### config.mk
export PLATFORM = sky130hd
export DESIGN_NAME = lane_bank_driver
export DESIGN_NICKNAME = d
export VERILOG_FILES = /design/src/rtl/lane_bank_driver.sv
export SDC_FILE = /design/constraint.sdc
export NUM_CORES = 1
export LEC_CHECK = 0
export CORE_AREA = 8 8 81 83
export DETAILED_ROUTE_END_ITERATION = 16
export DIE_AREA = 0 0 89 91
export PLACE_DENSITY = 0.66
export SYNTH_ARGS = -nofsm -noshare
export SYNTH_HDL_FRONTEND = slang
export SYNTH_SLANG_ARGS = --single-unit
### constraint.sdc
create_clock -name clk -period 3.9 [get_ports clk]
set_clock_uncertainty 0.05 [all_clocks]
set_input_delay 0.78 -clock clk [delete_from_list [all_inputs] [get_ports clk]]
set_output_delay 0.78 -clock clk [all_outputs]
set_load 0.05 [all_outputs]
### src/rtl/lane_bank_driver.sv
// Lane bank driver: latches an accepted word into bank A or B (FILL on the other), drives it
// until the receiver handshakes, then idles HOLD_CYCLES cycles. BANK_PARITY_EN adds output par.
module lane_bank_driver #(
  parameter int unsigned HOLD_CYCLES = 2,
  parameter logic [7:0]  FILL        = 8'hFF
) (
  input  logic       clk,
  input  logic       rst_n,
  input  logic       in_valid,
  output logic       in_ready,
  input  logic [7:0] in_data,
  input  logic       in_bank,
  output logic       sel,
  output logic [7:0] bank_a,
  output logic [7:0] bank_b,
  output logic       out_valid,
  input  logic       out_ready,
  output logic [3:0] exp_flag,
  output logic       exp_sum,
  output logic [7:0] txn_count
`ifdef BANK_PARITY_EN
  ,
  output logic       par
`endif
);

  typedef enum logic [1:0] {StIdle, StDrive, StHold} state_e;

  localparam logic [3:0] HoldLoad = 4'(HOLD_CYCLES);

  state_e     state_q;
  logic [3:0] hold_cnt_q;
  logic [3:0] flag_d;
  logic       sum_d;

  // Predicted receiver response: per-pair NOR, then the summary gate.
  always_comb begin
    flag_d = '0;
    for (int i = 0; i < 4; i++) begin
      flag_d[i] = ~|in_data[2*i +: 2];
    end
    sum_d = ~((flag_d[0] | flag_d[1]) & (flag_d[2] | flag_d[3]));
  end

  assign in_ready = (state_q == StIdle);

  always_ff @(posedge clk or negedge rst_n) begin
    if (!rst_n) begin
      state_q    <= StIdle;
      hold_cnt_q <= 4'd0;
      sel        <= 1'b0;
      bank_a     <= 8'h00;
      bank_b     <= 8'h00;
      out_valid  <= 1'b0;
      exp_flag   <= 4'h0;
      exp_sum    <= 1'b1;
      txn_count  <= 8'h00;
`ifdef BANK_PARITY_EN
      par        <= 1'b0;
`endif
    end else begin
      unique case (state_q)
        StIdle: begin
          if (in_valid) begin
            bank_a    <= in_bank ? FILL : in_data;
            bank_b    <= in_bank ? in_data : FILL;
            sel       <= in_bank;
            exp_flag  <= flag_d;
            exp_sum   <= sum_d;
            out_valid <= 1'b1;
`ifdef BANK_PARITY_EN
            par       <= ^in_data;
`endif
            state_q   <= StDrive;
          end
        end
        StDrive: begin
          if (out_ready) begin
            out_valid  <= 1'b0;
            txn_count  <= txn_count + 8'd1;
            hold_cnt_q <= HoldLoad;
            state_q    <= (HOLD_CYCLES == 0) ? StIdle : StHold;
          end
        end
        StHold: begin
          hold_cnt_q <= hold_cnt_q - 4'd1;
          // Leave on the edge where the counter reaches zero.
          if (hold_cnt_q <= 4'd1) begin
            hold_cnt_q <= 4'd0;
            state_q    <= StIdle;
          end
        end
        default: state_q <= StIdle;
      endcase
    end
  end

endmodule

=== Yosys cells after proc, flatten, opt, wreduce, memory -nomap -nowiden ===
Index checks and enable logic that the tools add are counted.

* Bits in registers: 37
* Input port bits: 13
* Output and inout port bits: 32
* Word-level logic and storage cells: 49

* $add $sub $neg: 2
* $lt $le $gt $ge: 1
* Eq/ne operators: 5
* Mux-type cells: 12
* Bitwise logic cells: 4
* Reductions and logical operators: 16

{| class="wikitable"
|+ Operators with widths
! operator !! count
|-
| 2-to-1 mux 8 bit || 2
|-
| adder 8 x 1 -> 8 bit (second input constant) || 1
|-
| 2-to-1 mux 4 bit || 2
|-
| case mux 4 bit (2 select lines) || 1
|-
| OR reduction 2 bit || 4
|-
| 2-to-1 mux 2 bit || 3
|-
| inequality test 2 bit (second input constant) || 3
|-
| case mux 2 bit (3 select lines) || 1
|-
| AND reduction 2 bit || 3
|-
| AND reduction 3 bit || 2
|-
| <= comparator 4 x 1 -> 1 bit (second input constant) || 1
|-
| logical NOT 1 bit || 4
|-
| nonzero test 2 bit || 2
|-
| subtractor 4 x 1 -> 4 bit (second input constant) || 1
|-
| equality test 2 x 1 -> 1 bit (second input constant) || 1
|-
| equality test 2 bit (second input constant) || 1
|-
| logical NOT 2 bit || 1
|-
| 2-to-1 mux 1 bit || 2
|-
| OR 1 bit || 2
|-
| case mux 1 bit (2 select lines) || 1
|-
| bitwise AND 1 bit || 1
|-
| NOT 1 bit || 1
|}

=== Longest topological paths before layout ===
Gate-level depths: netlist of run 1.

* Depth in word-level cells: 5
* Mapped depth: 6
* Mapped depth without buffers: 5

=== Worst setup path before layout of run 1 ===
OpenSTA, ideal clock, no wires.

* Path kind: reg2out
* Start: register state_q[0]
* End: output port in_ready
* Arrival time: 1,153 ps
* Required time: 3,070 ps
* Setup slack: 1,917 ps
* Cell stages (with the launch flop): 3
* Buffers on the path: 1
* Cells stage by stage: dfrtp_1 buf_6 nor2_1

* Word-level cells in the longest chain between the ends: 1

{| class="wikitable"
|+ RTL lines
! element !! line !! RTL
|-
| start: declaration || 31 || <nowiki>state_e state_q;</nowiki>
|-
| start signal: assignment || 49 || <nowiki>state_q <= StIdle;</nowiki>
|-
| start signal: assignment || 74 || <nowiki>state_q <= StDrive;</nowiki>
|-
| start signal: assignment || 82 || <nowiki>state_q <= (HOLD_CYCLES == 0) ? StIdle : StHold;</nowiki>
|-
| logical NOT 2 bit || 45 || <nowiki>assign in_ready = (state_q == StIdle);</nowiki>
|-
| end: declaration || 10 || <nowiki>output logic in_ready,</nowiki>
|}

Every way passes these cells.

=== Worst setup path after layout of run 1 ===
Ends and elaborated chain as after synthesis.

==> impl_metrics.csv, run 1 <==
group,metric,value,unit
clocking,numClockSinks,37,
pwr,ir_worst_vdd,0.000364,V
worst_setup_path,cp.arrival,1.77,ns
detailed_routing,wl_met1,1.71,mm
clocking,clock_insertion_delay_worst_skew,0.28,ns
global_route,all_layer_gr_usage,0.0980,
timing,clock.fmax,0.385,GHz
timing,hold_viol_final,0,
worst_setup_path,critical_path_peak_fanout,10,
die,std_cell_rows,27,
detailed_routing,remaining_drc_errors,0,
synthesis,netlist-cell-type-count,29,
die,initial_standard_cell_utilization_of_the_core,0.305,
timing,rsz_0062_raised_after_global_routing,"false",
job,max_cap_violations,0,
synthesis,synth_fp_nets,176,
pwr,power_frac_comb,0.530,
finish,final_cell_count_no_fill,276,
synthesis,number_of_enable_flip_flop_cells_after_synthesis,0,
finish,areaGrowthSynthToFinish,34.9,%
finish,antenna-diode-count,0,
synthesis,synth.avg_cell_area,10.2,um2
global_route,globalRouteOverflowTotal,0,
die,die-area,0.00810,mm2
worst_setup_path,end_kind,"output port",
pwr,switching_power,1.04,mW
worst_hold_path,hp-class,"reg -> reg",
synthesis,synth_sequential_area_ratio,0.569,
detailed_routing,avgViaCountPerCell,4.53,
clocking,cts.hold.buffers_added,0,
detailed_routing,drtAntennaViolNets,0,
placement,placed_cells_incl_taps,268,
synthesis,ys_top_cells_by_count,"sky130_fd_sc_hd__dfrtp_1 (36), sky130_fd_sc_hd__nand2_1 (33), sky130_fd_sc_hd__nor2_1 (14), sky130_fd_sc_hd__o21ai_0 (12), sky130_fd_sc_hd__inv_1 (11)",
global_route,grt_pass1_vias,1284,
finish,layout.cell_area.non_filler,0.00220,mm2
synthesis,muxShareOfSynthArea,0,
clocking,clock_tree.root_cell,"sky130_fd_sc_hd__clkbuf_8",
global_route,grt_first_pass_wirelength,6.26,mm
die,io_pins,45,
detailed_routing,first_pass_iters,4,
die,core_region_area,0.00534,mm2
placement,portBuffers,44,
clocking,postCtsSetupBuffers,0,
worst_setup_path,reg_to_reg_setup_timing_slack,2.13,ns
clocking,clock_tree.buffer_depth,2,
detailed_routing,wl_met3,225,um
synthesis,synth-compound-area-share,0.111,
clocking,cts-htree-levels,2,
detailed_routing,top_layer_used,"met4",
placement,place.detailed.hpwl,2.72,mm
pwr,power_per_cell_area,997,mW/mm2
pwr,clock_power_share,0.155,
worst_setup_path,setup.worst_path.end,"in_ready",
clocking,tritoncts.num_buffers,5,
synthesis,netlist_top_cells_area,"sky130_fd_sc_hd__dfrtp_1 (55%), sky130_fd_sc_hd__nand2_1 (7.6%), sky130_fd_sc_hd__o21ai_0 (3.7%)",
detailed_routing,num_vias,1250,
detailed_routing,drtIter0Drc,50,
clocking,clock_tree_from_tritoncts,"yes",
synthesis,synth_area_leader_cell,"sky130_fd_sc_hd__dfrtp_1",
timing,slew_headroom,0.395,
clocking,clkTransAtPathRegs,0.07,ns
synthesis,yosys.area.top_type_share,0.553,
detailed_routing,wire_per_inst,13.6,um
worst_setup_path,timing.setup.critical_path_class,"reg -> out",
run_status,run_status,"complete, no violations",
worst_setup_path,worst_r2r_path_depth,3,
synthesis,synth_warnings,0,
worst_setup_path,timing.critical_path.from,"state_q[0]",
placement,cell_area_after_placement,0.00208,mm2
timing,count_of_endpoints_failing_setup_in_the_final_report,0,
global_route,grt_antenna_before_repair,0,
synthesis,flop_and_latch_count_out_of_synthesis,37,
global_route,pin_count_of_the_biggest_net_entering_global_routing,38,
synthesis,async_s_r_ff_share_synth,1.00,
pwr,p_leak,0.998,nW
placement,finalWeightedCongestion,0.763,
timing,worstMarginPinSlew,0.907,ns
synthesis,syn_inst,160,
synthesis,post_synth_fa_ha_maj_area_fraction,0.0230,
detailed_routing,route.final.wire_length,3.76,mm
pwr,p_seq_frac,0.315,
synthesis,synthesis.area,0.00163,mm2
die,fp.dieW,89,um
timing,report.final.slew_viol_count,0,
synthesis,synth_xor_area_frac,0.0430,
timing,setup_tns,0,ns
pwr,switching_portion_of_total_power,0.477,
worst_setup_path,cp_data_required_time,3.07,ns
timing,period_share,0.666,
timing,period_needed,2.60,ns
pwr,power.total,2.19,mW
detailed_routing,dr_wl_met2,1.73,mm
worst_setup_path,reg2reg_to,"bank_a[2]",
worst_setup_path,regToRegStartpoint,"state_q[0]",
worst_setup_path,worst_setup_path_start_kind,"flip-flop",
synthesis,yosys.cell_count.top_type,"sky130_fd_sc_hd__dfrtp_1",
die,chipHeight,91,um
synthesis,synth_simple_gate_area_frac,0.184,
synthesis,postSynth.topFlopCell,"sky130_fd_sc_hd__dfrtp_1",
finish,post_layout_nets,219,
pwr,p_int,1.15,mW
clocking,cts_repair_resize_count,0,
timing,timing.hold.ws,0.416,ns
finish,post_route_cells_drive_above_1_share,0.0539,
synthesis,largest_family_of_logic_cells_by_synthesized_area,"simple AND/OR/NAND/NOR gates",
metrics by stage:
stage	worst slack, ns	util
after floorplan	1.92	-
after CTS	1.29	0.412
final	1.30	0.412
after global routing	1.21	0.412
after global placement	1.42	0.390
after detailed placement	1.37	0.390
worst min path at each step:
stage | start | to | slack (ns) | cells past startpoint
after floorplan | rst_n | bank_a[0] | 0.43 | 0
after global placement | bank_a[6] | bank_a[6] | 0.40 | 2
after detailed placement | bank_a[6] | bank_a[6] | 0.40 | 2
after CTS | bank_a[6] | bank_a[6] | 0.42 | 2
after global routing | bank_a[3] | bank_a[3] | 0.45 | 2
final | bank_a[6] | bank_a[6] | 0.42 | 2
per-layer routing:
metal	global-route usage	up-vias
li1	-	618
met3	0.0378	8
met2	0.148	30
met4	0.0499	0
met5	0	-
met1	0.117	594
area by class of cell:
cell class | instances | area (um2)
clock buffers | 7 | 86.3
well taps | 72 | 90.1
inverters | 11 | 41.3
multi-input cells | 104 | 587
flip-flops and latches | 37 | 927
fillers | 565 | 3140
clock inverters | 1 | 30.0
repair buffers | 44 | 435
registers in the layout, summed over array words and instances, names as in the netlist:
| register | flops |
|---|---|
| bank_a | 8 |
| bank_b | 8 |
| txn_count | 8 |
| exp_flag | 4 |
| hold_cnt_q | 4 |
| state_q | 2 |
| exp_sum | 1 |
| out_valid | 1 |
| sel | 1 |
layout by cell type (no fill, tap or decap), types with 2 or more instances in the layout:
cell type	count
sky130_fd_sc_hd__clkbuf_8	6
sky130_fd_sc_hd__nand2b_1	2
sky130_fd_sc_hd__o21ai_0	12
sky130_fd_sc_hd__xnor2_1	3
sky130_fd_sc_hd__xor2_1	5
sky130_fd_sc_hd__clkdlybuf4s50_1	43
sky130_fd_sc_hd__o22ai_1	2
sky130_fd_sc_hd__a31oi_1	9
sky130_fd_sc_hd__nor3_1	3
sky130_fd_sc_hd__nor2_1	14
sky130_fd_sc_hd__dfrtp_1	36
sky130_fd_sc_hd__o31ai_1	4
sky130_fd_sc_hd__nand3_1	5
sky130_fd_sc_hd__inv_1	11
sky130_fd_sc_hd__ha_1	3
sky130_fd_sc_hd__nand2_1	33
power by group through the flow:
stage | clock (mW) | sequential, mW | combinational (mW)
floorplan | 0 | 1.16 | 0.351
global placement | 0 | 0.697 | 1.16
detailed placement | 0 | 0.699 | 1.18
CTS | 0.349 | 0.693 | 1.18
global route | 0.367 | 0.721 | 1.24
finish | 0.340 | 0.689 | 1.16
worst max-delay path, stage by stage (launching register included):
cell,delay [ns]
sky130_fd_sc_hd__dfrtp_1,0.51
sky130_fd_sc_hd__nor2_1,0.16
sky130_fd_sc_hd__clkdlybuf4s50_1,0.82
cell families (layout without fill, tap and decap cells):
group | count (synthesis) | count (layout)
AO/OA/AOI/OAI | 30 | 30
XOR/XNOR | 8 | 8
adder cells (fa/ha/maj) | 3 | 3
buffers and inverters | 19 | 63
flip-flops | 37 | 37
AND/OR/NAND/NOR | 63 | 63
No activity file was read; power rests on OpenSTA's default activity.
==> inputs of run 2 (changes only) <==
Settings changed: PLACE_DENSITY 0.66 to 0.68.
Clock period 3.9 ns to 2.2 ns, I/O delays scaled along.
==> run 2 against run 1 <==
  * Total power increased by 77%
  * Wire length decreased by 2.6%
  * First-iteration DRC count increased by 66%
  * Setup slack got worse by 1.1 ns
  * Critical path type unchanged
  * Critical endpoint is now txn_count[2]
==> impl_metrics.csv, run 2 (same netlist as run 1, synthesis figures left out) <==
group,metric,value,unit
global_route,globalRouteOverflowTotal,0,
global_route,pin_count_of_the_biggest_net_entering_global_routing,38,
placement,placed_cells_incl_taps,269,
timing,hold_viol_final,0,
pwr,switching_power,1.86,mW
worst_setup_path,timing.setup.critical_path_class,"reg -> out",
die,die-area,0.00810,mm2
die,fp.dieW,89,um
die,chipHeight,91,um
worst_setup_path,regToRegStartpoint,"hold_cnt_q[1]",
finish,final_cell_count_no_fill,277,
placement,portBuffers,44,
pwr,ir_worst_vdd,0.000494,V
timing,setup_tns,0,ns
detailed_routing,num_vias,1234,
pwr,power.total,3.89,mW
job,max_cap_violations,0,
global_route,grt_pass1_vias,1235,
timing,clock.fmax,0.491,GHz
finish,layout_top_registers,"bank_a (8), bank_b (8), txn_count (8)",
clocking,tritoncts.num_buffers,5,
timing,rsz_0062_raised_after_global_routing,"false",
finish,post_layout_nets,220,
timing,worstMarginPinSlew,0.793,ns
clocking,clock_tree.root_cell,"sky130_fd_sc_hd__clkbuf_8",
die,std_cell_rows,27,
finish,final_cell_mix,"sky130_fd_sc_hd__clkdlybuf4s50_1 (41), sky130_fd_sc_hd__dfrtp_1 (36), sky130_fd_sc_hd__nand2_1 (33), sky130_fd_sc_hd__nor2_1 (14), sky130_fd_sc_hd__o21ai_0 (12)",
timing,slew_headroom,0.471,
pwr,p_seq_frac,0.315,
worst_setup_path,worst_setup_path_start_kind,"flip-flop",
timing,period_needed,2.04,ns
clocking,clock_tree_from_tritoncts,"yes",
worst_setup_path,worst_r2r_path_depth,5,
worst_setup_path,cp_data_required_time,1.71,ns
finish,filler_cell_count,549,
clocking,clock_tree.buffer_depth,2,
worst_setup_path,critical_path_peak_fanout,4,
worst_setup_path,end_kind,"output port",
placement,dpl_worst_slack,0.201,ns
detailed_routing,avgViaCountPerCell,4.45,
detailed_routing,wire_per_inst,13.2,um
timing,period_share,0.925,
clocking,numClockSinks,37,
finish,multi_input_comb_area,587,um2
clocking,clkTransAtPathRegs,0.07,ns
finish,post_route_cells_drive_above_1_share,0.0732,
finish,ff_latch_area,927,um2
worst_setup_path,critical_path_depth,1,
detailed_routing,drtIter0Drc,83,
worst_setup_path,cp_slowest_stage_delay,0.83,ns
pwr,switching_portion_of_total_power,0.477,
timing,count_of_endpoints_failing_setup_in_the_final_report,0,
pwr,p_leak,1.00,nW
detailed_routing,route.final.wire_length,3.66,mm
detailed_routing,remaining_drc_errors,0,
clocking,cts-htree-levels,2,
pwr,power_frac_comb,0.528,
clocking,postCtsSetupBuffers,0,
global_route,grt_antenna_before_repair,0,
worst_setup_path,cp.arrival,1.55,ns
clocking,clock_insertion_delay_worst_skew,0.29,ns
worst_setup_path,reg2reg_to,"hold_cnt_q[3]",
finish,most_frequent_standard_cell_in_the_layout_excluding_fill_and_tap_cells,"sky130_fd_sc_hd__clkdlybuf4s50_1",
pwr,clock_power_share,0.157,
pwr,power_per_cell_area,1760,mW/mm2
worst_setup_path,setup.worst_path.end,"txn_count[2]",
placement,place.detailed.hpwl,2.67,mm
worst_setup_path,cp_num_buf_inv,1,
worst_setup_path,critical_path.top_delay_family,"buffers and inverters",
clocking,cts_repair_resize_count,0,
finish,areaGrowthSynthToFinish,35.3,%
finish,layout.cell_area.non_filler,0.00220,mm2
detailed_routing,first_pass_iters,4,
placement,cell_area_after_placement,0.00208,mm2
clocking,cts.hold.buffers_added,0,
global_route,grt_first_pass_wirelength,6.16,mm
worst_setup_path,cpMaxStageDelayCell,"sky130_fd_sc_hd__clkdlybuf4s50_1",
global_route,all_layer_gr_usage,0.0970,
worst_setup_path,reg_to_reg_setup_timing_slack,0.56,ns
pwr,p_int,2.03,mW
placement,finalWeightedCongestion,0.763,
worst_setup_path,timing.critical_path.from,"txn_count[2]",
finish,antenna-diode-count,0,
detailed_routing,drtAntennaViolNets,0,
timing,report.final.slew_viol_count,0,
timing,timing.hold.ws,0.183,ns
die,core_region_area,0.00534,mm2
worst_setup_path,path_cells,"clkdlybuf4s50_1",
timing,timing.final.ws_setup,0.165,ns
die,initial_standard_cell_utilization_of_the_core,0.305,
die,io_pins,45,
run_status,run_status,"complete, no violations",
finish,fin_util,0.413,
worst_hold_path,hp-class,"in -> async",
[run 2: changes by cell type in the layout (fill, tap and decap cells not counted)]
cell / change
sky130_fd_sc_hd__buf_4: +3
sky130_fd_sc_hd__clkbuf_1: -1
sky130_fd_sc_hd__clkinvlp_4: +1
sky130_fd_sc_hd__clkdlybuf4s50_1: -2
[run 2: layout make-up]
class                   instances  share of cell area
clock buffers                   6              0.0375
clock inverters                 2              0.0170
inverters                      11              0.0187
multi-input cells             104               0.266
flip-flops and latches         37               0.421
well taps                      72              0.0409
repair buffers                 45               0.199
[run 2: worst min path at each step]
stage	start	end	slack, ns	cells past startpoint
after floorplan	rst_n	bank_a[0]	0.09	0
after global placement	bank_a[2]	bank_a[2]	0.41	2
after detailed placement	bank_a[4]	bank_a[4]	0.41	2
after CTS	rst_n	state_q[1]	0.22	1
after global routing	rst_n	hold_cnt_q[1]	0.26	1
final	rst_n	bank_b[0]	0.18	1
[run 2: power by group through the flow]
stage	registers, mW	logic, mW	clock network (mW)
floorplan	2.05	0.623	0
detailed placement	1.24	2.07	0
CTS	1.23	2.07	0.624
finish	1.22	2.05	0.612
global placement	1.23	2.06	0
global route	1.28	2.20	0.653
[run 2: layer usage]
| metal | GRT usage | wire, um | part of all wire | up-vias |
|---|---|---|---|---|
| met5 | 0 | 0 | 0 | - |
| met4 | 0.0458 | 70 | 0.019 | 0 |
| met3 | 0.0387 | 300 | 0.082 | 5 |
| met2 | 0.147 | 1700 | 0.46 | 29 |
| met1 | 0.116 | 1590 | 0.43 | 581 |
| li1 | - | - | - | 619 |
==> inputs of run 3 (changes only) <==
Settings changed: ABC_AREA set to 1, CAP_MARGIN set to 15, CTS_CLUSTER_DIAMETER set to 200, PLACE_DENSITY 0.68 to 0.67.
==> run 3 against run 2 <==
  * Flip-flop and latch count is the same
  * Global-route usage grew 0.35 points
  * Largest power group unchanged
  * Count of clock-buffer cells in the layout grew 1
  * Critical path type unchanged
==> impl_metrics.csv, run 3 <==
group,metric,value,unit
finish,areaGrowthSynthToFinish,37.2,%
detailed_routing,route.final.wire_length,3.68,mm
worst_setup_path,end_kind,"output port",
finish,antenna-diode-count,0,
synthesis,postSynth.topFlopCell,"sky130_fd_sc_hd__dfrtp_1",
timing,report.final.slew_viol_count,0,
finish,filler_cell_count,567,
timing,setup_tns,0,ns
die,core_region_area,0.00534,mm2
synthesis,async_s_r_ff_share_synth,1.00,
clocking,cts_repair_resize_count,0,
finish,multi_input_comb_area,589,um2
synthesis,synth_fp_nets,199,
pwr,p_leak,1.05,nW
pwr,power_frac_comb,0.555,
detailed_routing,wire_per_inst,12.1,um
finish,post_layout_nets,248,
clocking,clock_tree.buffer_depth,2,
synthesis,yosys.cell_count.top_type,"sky130_fd_sc_hd__nand2_1",
worst_setup_path,cp_num_buf_inv,1,
die,chipHeight,91,um
clocking,clock_tree.root_cell,"sky130_fd_sc_hd__clkbuf_8",
finish,layout_top_registers,"bank_a (8), bank_b (8), txn_count (8)",
detailed_routing,first_pass_iters,5,
placement,portBuffers,44,
pwr,ir_worst_vdd,0.000697,V
detailed_routing,top_layer_used,"met4",
detailed_routing,avgViaCountPerCell,4.27,
timing,clock.fmax,0.493,GHz
detailed_routing,dr_wl_met2,1.73,mm
synthesis,synth_sequential_area_ratio,0.574,
finish,post_route_cells_drive_above_1_share,0.0858,
timing,worstMarginPinSlew,0.809,ns
placement,place.detailed.hpwl,2.75,mm
global_route,all_layer_gr_usage,0.101,
timing,hold_viol_final,0,
placement,finalWeightedCongestion,0.701,
clocking,numClockSinks,37,
detailed_routing,drtIter0Drc,49,
pwr,switching_portion_of_total_power,0.497,
worst_setup_path,timing.setup.critical_path_class,"reg -> out",
detailed_routing,wl_met3,281,um
synthesis,synthesis.area,0.00162,mm2
synthesis,synth.avg_cell_area,8.83,um2
pwr,clock_power_share,0.130,
synthesis,netlist-cell-type-count,22,
pwr,switching_power,1.88,mW
die,io_pins,45,
synthesis,synth_warnings,0,
finish,most_frequent_standard_cell_in_the_layout_excluding_fill_and_tap_cells,"sky130_fd_sc_hd__nand2_1",
global_route,pin_count_of_the_biggest_net_entering_global_routing,38,
timing,count_of_endpoints_failing_setup_in_the_final_report,0,
job,max_cap_violations,0,
pwr,p_seq_frac,0.315,
global_route,globalRouteOverflowTotal,0,
synthesis,syn_inst,183,
timing,period_needed,2.03,ns
detailed_routing,wl_met1,1.64,mm
worst_setup_path,critical_path_peak_fanout,6,
finish,ff_latch_area,927,um2
synthesis,number_of_enable_flip_flop_cells_after_synthesis,0,
synthesis,netlist_top_cells_area,"sky130_fd_sc_hd__dfrtp_1 (56%), sky130_fd_sc_hd__nand2_1 (10%), sky130_fd_sc_hd__nor2_1 (7.9%)",
worst_setup_path,reg2reg_to,"hold_cnt_q[0]",
clocking,clkTransAtPathRegs,0.07,ns
run_status,run_status,"complete, no violations",
synthesis,flop_and_latch_count_out_of_synthesis,37,
detailed_routing,remaining_drc_errors,0,
clocking,cts-htree-levels,2,
timing,rsz_0062_raised_after_global_routing,"false",
worst_setup_path,setup.worst_path.end,"txn_count[5]",
die,initial_standard_cell_utilization_of_the_core,0.303,
worst_setup_path,worst_r2r_path_depth,5,
placement,dpl_worst_slack,0.465,ns
clocking,tritoncts.num_buffers,5,
global_route,grt_pass1_vias,1334,
synthesis,yosys.area.top_type_share,0.557,
synthesis,synth_area_leader_cell,"sky130_fd_sc_hd__dfrtp_1",
timing,period_share,0.922,
worst_setup_path,cpMaxStageDelayCell,"sky130_fd_sc_hd__clkdlybuf4s50_1",
global_route,grt_first_pass_wirelength,6.34,mm
detailed_routing,drtAntennaViolNets,0,
finish,final_cell_mix,"sky130_fd_sc_hd__nand2_1 (43), sky130_fd_sc_hd__clkdlybuf4s50_1 (41), sky130_fd_sc_hd__dfrtp_1 (36), sky130_fd_sc_hd__nor2_1 (34), sky130_fd_sc_hd__inv_1 (19)",
clocking,clock_insertion_delay_worst_skew,0.28,ns
die,die-area,0.00810,mm2
worst_setup_path,path_cells,"clkdlybuf4s50_1",
worst_setup_path,critical_path_depth,1,
pwr,power_per_cell_area,1700,mW/mm2
timing,timing.final.ws_setup,0.172,ns
worst_setup_path,cp.arrival,1.54,ns
clocking,clock_tree_from_tritoncts,"yes",
worst_setup_path,timing.critical_path.from,"txn_count[5]",
worst_setup_path,cp_slowest_stage_delay,0.83,ns
die,std_cell_rows,27,
timing,slew_headroom,0.461,
die,fp.dieW,89,um
worst_hold_path,hp-class,"in -> async",
worst_setup_path,cp_data_required_time,1.71,ns
worst_setup_path,critical_path.top_delay_family,"buffers and inverters",
worst_setup_path,regToRegStartpoint,"hold_cnt_q[0]",
clocking,postCtsSetupBuffers,0,
pwr,p_int,1.90,mW
worst_setup_path,reg_to_reg_setup_timing_slack,0.68,ns
worst_setup_path,worst_setup_path_start_kind,"flip-flop",
global_route,grt_antenna_before_repair,0,
synthesis,ys_top_cells_by_count,"sky130_fd_sc_hd__nand2_1 (43), sky130_fd_sc_hd__dfrtp_1 (36), sky130_fd_sc_hd__nor2_1 (34), sky130_fd_sc_hd__inv_1 (19), sky130_fd_sc_hd__o21ai_0 (11)",
clocking,cts.hold.buffers_added,0,
detailed_routing,num_vias,1301,
==> run 3: how the worst min path moves through the flow <==
| stage | cells past startpoint | slack [ns] | end | from |
|---|---|---|---|---|
| 6_report | 1 | 0.19 | txn_count[6] | rst_n |
| 3_5_place_dp | 2 | 0.43 | bank_a[7] | bank_a[7] |
| 2_1_floorplan | 0 | 0.09 | bank_a[0] | rst_n |
| 5_1_grt | 1 | 0.26 | bank_a[5] | rst_n |
| 3_3_place_gp | 2 | 0.42 | bank_a[7] | bank_a[7] |
| 4_1_cts | 1 | 0.22 | bank_a[5] | rst_n |
==> run 3: final cells by class <==
type                    instances  area share
flip-flops and latches         37       0.418
inverters                      21      0.0356
well taps                      72      0.0406
multi-input cells             122       0.266
repair buffers                 45       0.198
clock buffers                   7      0.0389
clock inverters                 1     0.00339
==> run 3: power by group through the flow <==
stage	clock network (mW)	registers [mW]	logic, mW
finish	0.489	1.19	2.10
global route	0.540	1.24	2.26
CTS	0.510	1.19	2.13
detailed placement	0	1.20	2.12
global placement	0	1.20	2.10
floorplan	0	2.05	0.559
==> run 3: cell families (layout without fill, tap and decap cells) <==
group,Yosys count,after routing,share of synthesized area
AO/OA/AOI/OAI,19,19,0.0588
XOR/XNOR,5,5,0.0271
adder cells (fa/ha/maj),3,3,0.0232
buffers and inverters,24,74,0.0619
flip-flops,37,37,0.574
AND/OR/NAND/NOR,95,95,0.255
==> run 3: routing by layer <==
| layer | up-vias | track usage |
|---|---|---|
| met1 | 588 | 0.119 |
| met5 | - | 0 |
| li1 | 669 | - |
| met3 | 4 | 0.0414 |
| met2 | 40 | 0.156 |
| met4 | 0 | 0.0416 |
==> run 3: per-stage QoR <==
step / instances / cell area, um2 / power, mW / util / hold WS, ns
after CTS: 305 / 2220 / 3.83 / 0.415 / 0.217
final: 305 / 2220 / 3.77 / 0.415 / 0.194
after global placement: 297 / 2120 / 3.31 / 0.398 / 0.417
after detailed placement: 297 / 2120 / 3.32 / 0.398 / 0.427
after global routing: 305 / 2220 / 4.03 / 0.415 / 0.263
after floorplan: 183 / 1620 / 2.61 / - / 0.0944
